<file path="config.mk">
export PLATFORM = sky130hd
export DESIGN_NAME = mem_arbiter
export DESIGN_NICKNAME = d
export VERILOG_FILES = /design/src/rtl/mem_arbiter_pkg.sv /design/src/rtl/mem_arbiter.sv
export SDC_FILE = /design/constraint.sdc
export NUM_CORES = 1
export LEC_CHECK = 0
export CORE_MARGIN = 3
export CORE_UTILIZATION = 43
export CTS_CLUSTER_SIZE = 28
export DETAILED_ROUTE_END_ITERATION = 7
export GPL_ROUTABILITY_DRIVEN = 0
export PLACE_DENSITY = 0.83
export SYNTH_ARGS = -nofsm -noshare
export SYNTH_HDL_FRONTEND = slang
export SYNTH_SLANG_ARGS = --single-unit
</file>
<file path="constraint.sdc">
create_clock -name clock -period 2.3 [get_ports clock]
set_clock_uncertainty 0.15 [all_clocks]
set_input_delay 0.69 -clock clock [delete_from_list [all_inputs] [get_ports clock]]
set_output_delay 0.69 -clock clock [all_outputs]
set_load 0.05 [all_outputs]
</file>
<file path="src/rtl/mem_arbiter_pkg.sv">
// Shared definitions for the memory-bus arbiter.
//   arb_state_e : 2-bit FSM state encoding (idle, fetch on bus, data on bus, response)
//   arb_sel_e   : priority select code naming the winning requester
//   pick_winner : data-first priority with a forced fetch grant when fetch is starved
package mem_arbiter_pkg;

    typedef enum logic [1:0] {
        ARB_IDLE   = 2'd0,
        ARB_BUS_IF = 2'd1,
        ARB_BUS_D  = 2'd2,
        ARB_RESP   = 2'd3
    } arb_state_e;

    typedef enum logic {
        SEL_FETCH = 1'b0,
        SEL_DATA  = 1'b1
    } arb_sel_e;

    // Data wins whenever it asks, except when fetch is also waiting and has
    // already been passed over the maximum number of times in a row.
    function automatic arb_sel_e pick_winner(input logic if_req,
                                             input logic d_req,
                                             input logic starved);
        if (d_req && !(if_req && starved)) begin
            return SEL_DATA;
        end
        return SEL_FETCH;
    endfunction

endpackage

</file>
<file path="src/rtl/mem_arbiter.sv">
// Shares one single-ported memory bus between the instruction-fetch port
// (reads only) and the data port (reads and writes). One transaction is in
// flight at a time; completion is signalled with a one-cycle valid pulse.
// Ports:
//   clock, reset                    : clock, synchronous active-high reset
//   if_req/if_addr                  : fetch request (held until if_valid)
//   if_rdata/if_valid               : fetched word and completion pulse
//   d_req/d_we/d_addr/d_wdata       : data request (held until d_valid)
//   d_rdata/d_valid                 : load data (reads only) and completion pulse
//   bus_req/bus_we/bus_addr/bus_wdata: memory bus request, held until bus_ack
//   bus_ack/bus_rdata               : memory completion and read data
// All outputs come straight from registers.
module mem_arbiter
    import mem_arbiter_pkg::*;
#(
    parameter int ADDR_W     = 32,
    parameter int DATA_W     = 32,
    parameter int STARVE_MAX = 4
) (
    input  logic              clock,
    input  logic              reset,
    input  logic              if_req,
    input  logic [ADDR_W-1:0] if_addr,
    output logic [DATA_W-1:0] if_rdata,
    output logic              if_valid,
    input  logic              d_req,
    input  logic              d_we,
    input  logic [ADDR_W-1:0] d_addr,
    input  logic [DATA_W-1:0] d_wdata,
    output logic [DATA_W-1:0] d_rdata,
    output logic              d_valid,
    output logic              bus_req,
    output logic              bus_we,
    output logic [ADDR_W-1:0] bus_addr,
    output logic [DATA_W-1:0] bus_wdata,
    input  logic              bus_ack,
    input  logic [DATA_W-1:0] bus_rdata
);

    localparam int CNT_W = $clog2(STARVE_MAX + 1);

    arb_state_e        state_reg, state_next;
    logic [CNT_W-1:0]  starve_cnt_reg, starve_cnt_next;
    logic              bus_req_reg, bus_req_next;
    logic              bus_we_reg, bus_we_next;
    logic [ADDR_W-1:0] bus_addr_reg, bus_addr_next;
    logic [DATA_W-1:0] bus_wdata_reg, bus_wdata_next;
    logic              if_valid_reg, if_valid_next;
    logic              d_valid_reg, d_valid_next;
    logic [DATA_W-1:0] if_rdata_reg, if_rdata_next;
    logic [DATA_W-1:0] d_rdata_reg, d_rdata_next;

    logic     starved;
    arb_sel_e winner;

    assign starved = (starve_cnt_reg == CNT_W'(STARVE_MAX));
    assign winner  = pick_winner(if_req, d_req, starved);

    always_comb begin
        state_next      = state_reg;
        starve_cnt_next = starve_cnt_reg;
        bus_req_next    = bus_req_reg;
        bus_we_next     = bus_we_reg;
        bus_addr_next   = bus_addr_reg;
        bus_wdata_next  = bus_wdata_reg;
        if_valid_next   = 1'b0;
        d_valid_next    = 1'b0;
        if_rdata_next   = if_rdata_reg;
        d_rdata_next    = d_rdata_reg;

        unique case (state_reg)
            ARB_IDLE: begin
                if (if_req || d_req) begin
                    bus_req_next = 1'b1;
                    if (winner == SEL_DATA) begin
                        bus_we_next    = d_we;
                        bus_addr_next  = d_addr;
                        bus_wdata_next = d_wdata;
                        state_next     = ARB_BUS_D;
                        // A data grant only counts against fetch if fetch was
                        // actually waiting; the cap is guaranteed by pick_winner.
                        starve_cnt_next = if_req ? starve_cnt_reg + CNT_W'(1) : '0;
                    end else begin
                        bus_we_next     = 1'b0;
                        bus_addr_next   = if_addr;
                        bus_wdata_next  = '0;
                        state_next      = ARB_BUS_IF;
                        starve_cnt_next = '0;
                    end
                end
            end
            ARB_BUS_IF: begin
                if (bus_ack) begin
                    bus_req_next  = 1'b0;
                    if_rdata_next = bus_rdata;
                    if_valid_next = 1'b1;
                    state_next    = ARB_RESP;
                end
            end
            ARB_BUS_D: begin
                if (bus_ack) begin
                    bus_req_next = 1'b0;
                    if (!bus_we_reg) begin
                        d_rdata_next = bus_rdata;
                    end
                    d_valid_next = 1'b1;
                    state_next   = ARB_RESP;
                end
            end
            ARB_RESP: begin
                // Requester sees valid this cycle; give it one cycle to drop
                // or replace its request before arbitrating again.
                state_next = ARB_IDLE;
            end
            default: state_next = ARB_IDLE;
        endcase
    end

    always_ff @(posedge clock) begin
        if (reset) begin
            state_reg      <= ARB_IDLE;
            starve_cnt_reg <= '0;
            bus_req_reg    <= 1'b0;
            bus_we_reg     <= 1'b0;
            bus_addr_reg   <= '0;
            bus_wdata_reg  <= '0;
            if_valid_reg   <= 1'b0;
            d_valid_reg    <= 1'b0;
            if_rdata_reg   <= '0;
            d_rdata_reg    <= '0;
        end else begin
            state_reg      <= state_next;
            starve_cnt_reg <= starve_cnt_next;
            bus_req_reg    <= bus_req_next;
            bus_we_reg     <= bus_we_next;
            bus_addr_reg   <= bus_addr_next;
            bus_wdata_reg  <= bus_wdata_next;
            if_valid_reg   <= if_valid_next;
            d_valid_reg    <= d_valid_next;
            if_rdata_reg   <= if_rdata_next;
            d_rdata_reg    <= d_rdata_next;
        end
    end

    assign bus_req   = bus_req_reg;
    assign bus_we    = bus_we_reg;
    assign bus_addr  = bus_addr_reg;
    assign bus_wdata = bus_wdata_reg;
    assign if_valid  = if_valid_reg;
    assign d_valid   = d_valid_reg;
    assign if_rdata  = if_rdata_reg;
    assign d_rdata   = d_rdata_reg;

endmodule
</file>
Word level (Yosys, flattened, before mapping)
Cells that the tools add are included.

operators by class
  $add $sub $neg = 1
  multipliers = 0
  div/mod/pow operators = 0
  magnitude comparators = 0
  equal/unequal tests = 6
  shift operators = 0
  muxes and demuxes = 16
  bitwise logic cells = 3
  reductions and logical operators = 14

operators with widths
  operator             number
  $mux 32              2
  $mux 1               7
  $mux 2               3
  $mux 3               2
  $pmux 2 s3           1
  $reduce_and 2->1     3
  $reduce_and 3->1     2
  $reduce_or 2->1      3
  $eq 2x2->1 const B   2
  $add 3x1->3 const B  1
  $eq 3x3->1 const B   1
  $not 1->1            3
  $eq 2x1->1 const B   1
  $logic_and 1x1->1    2
  $logic_not 2->1      1
  $ne 2x1->1 const B   1
  $ne 2x2->1 const B   1
  $pmux 1 s2           1
  $reduce_bool 2->1    1
  $logic_not 1->1      1
  $logic_or 1x1->1     1

word-level totals
  register bits after elaboration = 137
  latch bits = 0
  memory bits (writable) = 0
  bits in read-only memories = 0
  bits of input ports = 134
  output and inout bits = 132
  word-level logic and storage cells = 50
  memories = 0

Longest topological paths before layout
  depth in word-level cells = 9
  mapped depth = 7
  depth with buffers taken out = 5

Worst setup path before layout
OpenSTA, ideal clock, no wires.

  path type = in2reg
  start = input d_req
  end = register state_reg[1]
  setup time = 0.119 ns
  arrival = 1.526 ns
  required time = 2.031 ns
  setup slack = 0.505 ns
  cell stages on the path = 4
  buffers on the path = 1
  path through = buf_6 mux2_2 a32o_1 o221a_2

on the way
  cells in the longest elaborated chain, start to end = 6
  elaborated cells on any way between the ends = 9
  classes of those cells = eq/ne (1); mux (5); reduce/logical (3)

ends and longest elaborated chain
  what                  RTL line               text
  from (decl)           mem_arbiter.sv:26      input logic d_req,
  $logic_and 1x1->1     mem_arbiter_pkg.sv:24  if (d_req && !(if_req && starved)) begin
  $mux 1                mem_arbiter_pkg.sv:24
  $mux 1                mem_arbiter_pkg.sv:27  return SEL_FETCH;
  $mux 2                mem_arbiter.sv:75      if (winner == SEL_DATA) begin
  $mux 2                mem_arbiter.sv:73      if (if_req || d_req) begin
  $pmux 2 s3            mem_arbiter.sv:71      unique case (state_reg)
  to (signal assigned)  mem_arbiter.sv:132     state_reg <= state_next;
  to (decl)             mem_arbiter.sv:42      arb_state_e state_reg, state_next;

Parallel ways exist; a longest one is shown, timed or not. The select of a mux whose other input is x is not followed.
A chain may end at the register's enable or synchronous reset.

Worst setup path after layout
  start = register if_rdata_reg[4], in the netlist if_rdata[4]
  end = output if_rdata[4]

RTL lines
  what                    RTL line            text
  from (decl)             mem_arbiter.sv:50   logic [DATA_W-1:0] if_rdata_reg, if_rdata_next;
  from (signal assigned)  mem_arbiter.sv:140  if_rdata_reg <= if_rdata_next;
  to (decl)               mem_arbiter.sv:24   output logic [DATA_W-1:0] if_rdata,

No word-level cell between the ends.

==> reports/qor.csv <==
stage;metric;value;unit
critical_path;cp_top_family;buffers and inverters;
power;intPower;5.69;mW
sta;maxSlewViolCount;0;
power;p_switching;3.77;mW
synth;ys_ff_latch;137;
power;pwr-share-comb;0.412;
sta;max_slew.worst_pin.slew;0.640;ns
synth;syn_area_per_cell;8.02;µm²
die;die_area;13800;µm²
critical_path;r2r_slack;0.42;ns
power;clock_power_share;0.268;
global_route;antenna_found_initial;0;
critical_path;worst_path_max_delay_cell;dlygate4sd2_1;
finish;syn_to_final_growth;57.5;%
sta;setup_viol;0;
finish;diodes;0;
global_route;first_global_vias;5477;
clock_network;htree_num_levels;4;
synth;synth.area.top_cells;dfxtp_1, a21oi_1, nand2_1, o21ai_0, a31oi_1;
finish;final_common_cell;nand2_1;
clock_network;cts_root_buf;clkbuf_16;
die;initial_core_util;0.443;
critical_path;path_cells;dlygate4sd2_1;
place;hpwl;12.2;mm
critical_path;critPathKind;reg2out;
place;placed_cell_area;7890;µm²
sta;maxSlewHeadroom;0.573;
power;p_per_area;1120;nW/µm²
critical_path;cp-end-kind;output port;
global_route;grtUsageMet2;0.430;
status;status;complete, no violations;
route;first_pass_iters;5;
power;p_seq_frac;0.320;
die;dieHeight;117;µm
clock_network;ctsHoldBuffers;0;
critical_path;worstPathRequired;1.46;ns
power;ir_drop;0.674;mV
global_route;use_met1;0.280;
global_route;grt_start_max_net_pins;64;
critical_path;crit_arrival;1.28;ns
synth;synthDominantCellAreaShare;0.513;
clock_network;cts.clk_slew.worst_paths;0.05;ns
critical_path;path_max_fanout;2;
die;coreArea;12100;µm²
clock_network;clock_path_buffers;2;
global_route;grt_pass1_wl;28.0;mm
route;drt_iter0_markers;432;
synth;synth_top_area_cell;dfxtp_1;
finish;layout_common_cells;nand2_1, dfxtp_1, a21oi_1, clkdlybuf4s50_1, buf_4;
place;port_buffers;265;
finish;finalNetCount;1046;
sta;fmax;0.473;GHz
synth;syn_inst;666;
route;drc_errors;0;
route;wirelength;18.0;mm
synth;synth-seq-area-share;0.513;
sta;grt_setup_unrepaired;false;
clock_network;numCtsBuffers;17;
global_route;grt-ovfl-total;0;
synth;synth_cell_types;33;
global_route;gr-usage-met3;0.0899;
sta;hold_violations;0;
sta;timing.final.crit_period;2.12;ns
critical_path;cpPeakStageDelay;0.53;ns
critical_path;crit_buf_inv;1;
sta;hold_ws;0.300;ns
synth;ys_warn_count;0;
die;pin_count;266;
power;switching_share;0.399;
synth;syn_nets;806;
route;via_count;5754;
die;die_x;117;µm
worst_hold_path;hp-class;reg2reg;
sta;finalCritPeriodShare;0.920;
global_route;grt.total_usage;0.250;
clock_network;clkLatencyLatePin;0.41;ns
die;std_cell_rows;40;
power;power_leakage;3.38;nW
route;ant_nets;0;
global_route;grt-busiest-layer;met2;
finish;final_area;8410;µm²
clock_network;clock-sinks;137;
clock_network;cts_tree;yes;
route;viasPerCell;5.31;
route;wire_per_inst;16.6;µm
critical_path;start_kind;register;
flow_run;max_cap_violations;0;
finish;drive_gt1_frac;0.185;
synth;syn-cell-area;5340;µm²
path summary, 6_finish.rpt:
check	cells after the start	to	from
setup / recovery	1	if_rdata[4]	if_rdata[4]
hold / removal	2	d_rdata[9]	d_rdata[9]
setup reg to reg	5	bus_addr[10]	state_reg[0]
hold reg to reg	2	d_rdata[9]	d_rdata[9]
layer usage:
layer,share of wire,vias up
met5,0,-
met4,0.026,0
met3,0.081,36
met2,0.49,254
met1,0.40,2679
li1,-,2785
per-stage QoR:
step	total power [mW]	utilization	setup TNS, ns	std cells	setup WS [ns]
floorplan	5.60	-	0	666	0.505
global placement	6.94	0.654	-1.59	1055	-0.0656
detailed placement	6.98	0.654	-3.05	1055	-0.146
CTS	9.52	0.698	0	1083	0.164
global route	9.88	0.698	0	1083	0.138
finish	9.46	0.698	0	1083	0.184
power by group through the flow:
| stage | logic (mW) | registers (mW) | clock network (mW) |
|---|---|---|---|
| 6_report | 3.90 | 3.02 | 2.54 |
| 5_1_grt | 4.13 | 3.07 | 2.68 |
| 4_1_cts | 3.91 | 3.02 | 2.58 |
| 3_5_place_dp | 3.92 | 3.05 | 0 |
| 3_3_place_gp | 3.88 | 3.06 | 0 |
| 2_1_floorplan | 1.20 | 4.40 | 0 |
cell families (layout without fill, tap and decap cells):
kind of cell	after synthesis	in the layout	share of synthesized area
compound gates	238	238	0.238
simple gates	212	212	0.170
flops	137	137	0.513
buf+inv	71	320	0.0600
fa+ha+maj	6	6	0.0141
mux	2	2	0.00422
layout make-up:
type / count / area [µm²]
multi-input combinational: 458 / 2290
sequential: 137 / 2740
fill: 1003 / 3650
clock buffer: 25 / 505
tap: 168 / 210
timing repair buffer: 285 / 2600
clock inverter: 3 / 40.0
inverter: 7 / 26.3
synth_stat cells:
cell,count
o21ba_1,1
nand2_1,166
nand3b_1,1
nand4_1,33
buf_1,6
o32ai_1,1
and2_1,1
clkbuf_1,26
buf_6,1
buf_2,28
o21a_2,1
a21boi_0,1
o211ai_1,1
buf_4,3
o221a_2,1
a211oi_1,1
o21ai_0,55
dfxtp_1,137
mux2_2,2
a21oi_1,131
o21ai_1,9
a32o_1,1
nor2b_1,1
a31oi_1,33
and3_1,3
ha_1,6
a32oi_1,1
nor2_1,2
inv_1,7
o21ai_2,1
nor3b_1,1
and3b_1,2
nand3_1,2
what timing repair did:
item	in CTS	in global routing
buffers inserted	0	0
setup endpoints to repair	16	0
resized for setup	16	0
endpoints found under the hold margin	0	0
Power figures use the tool's default switching activity.
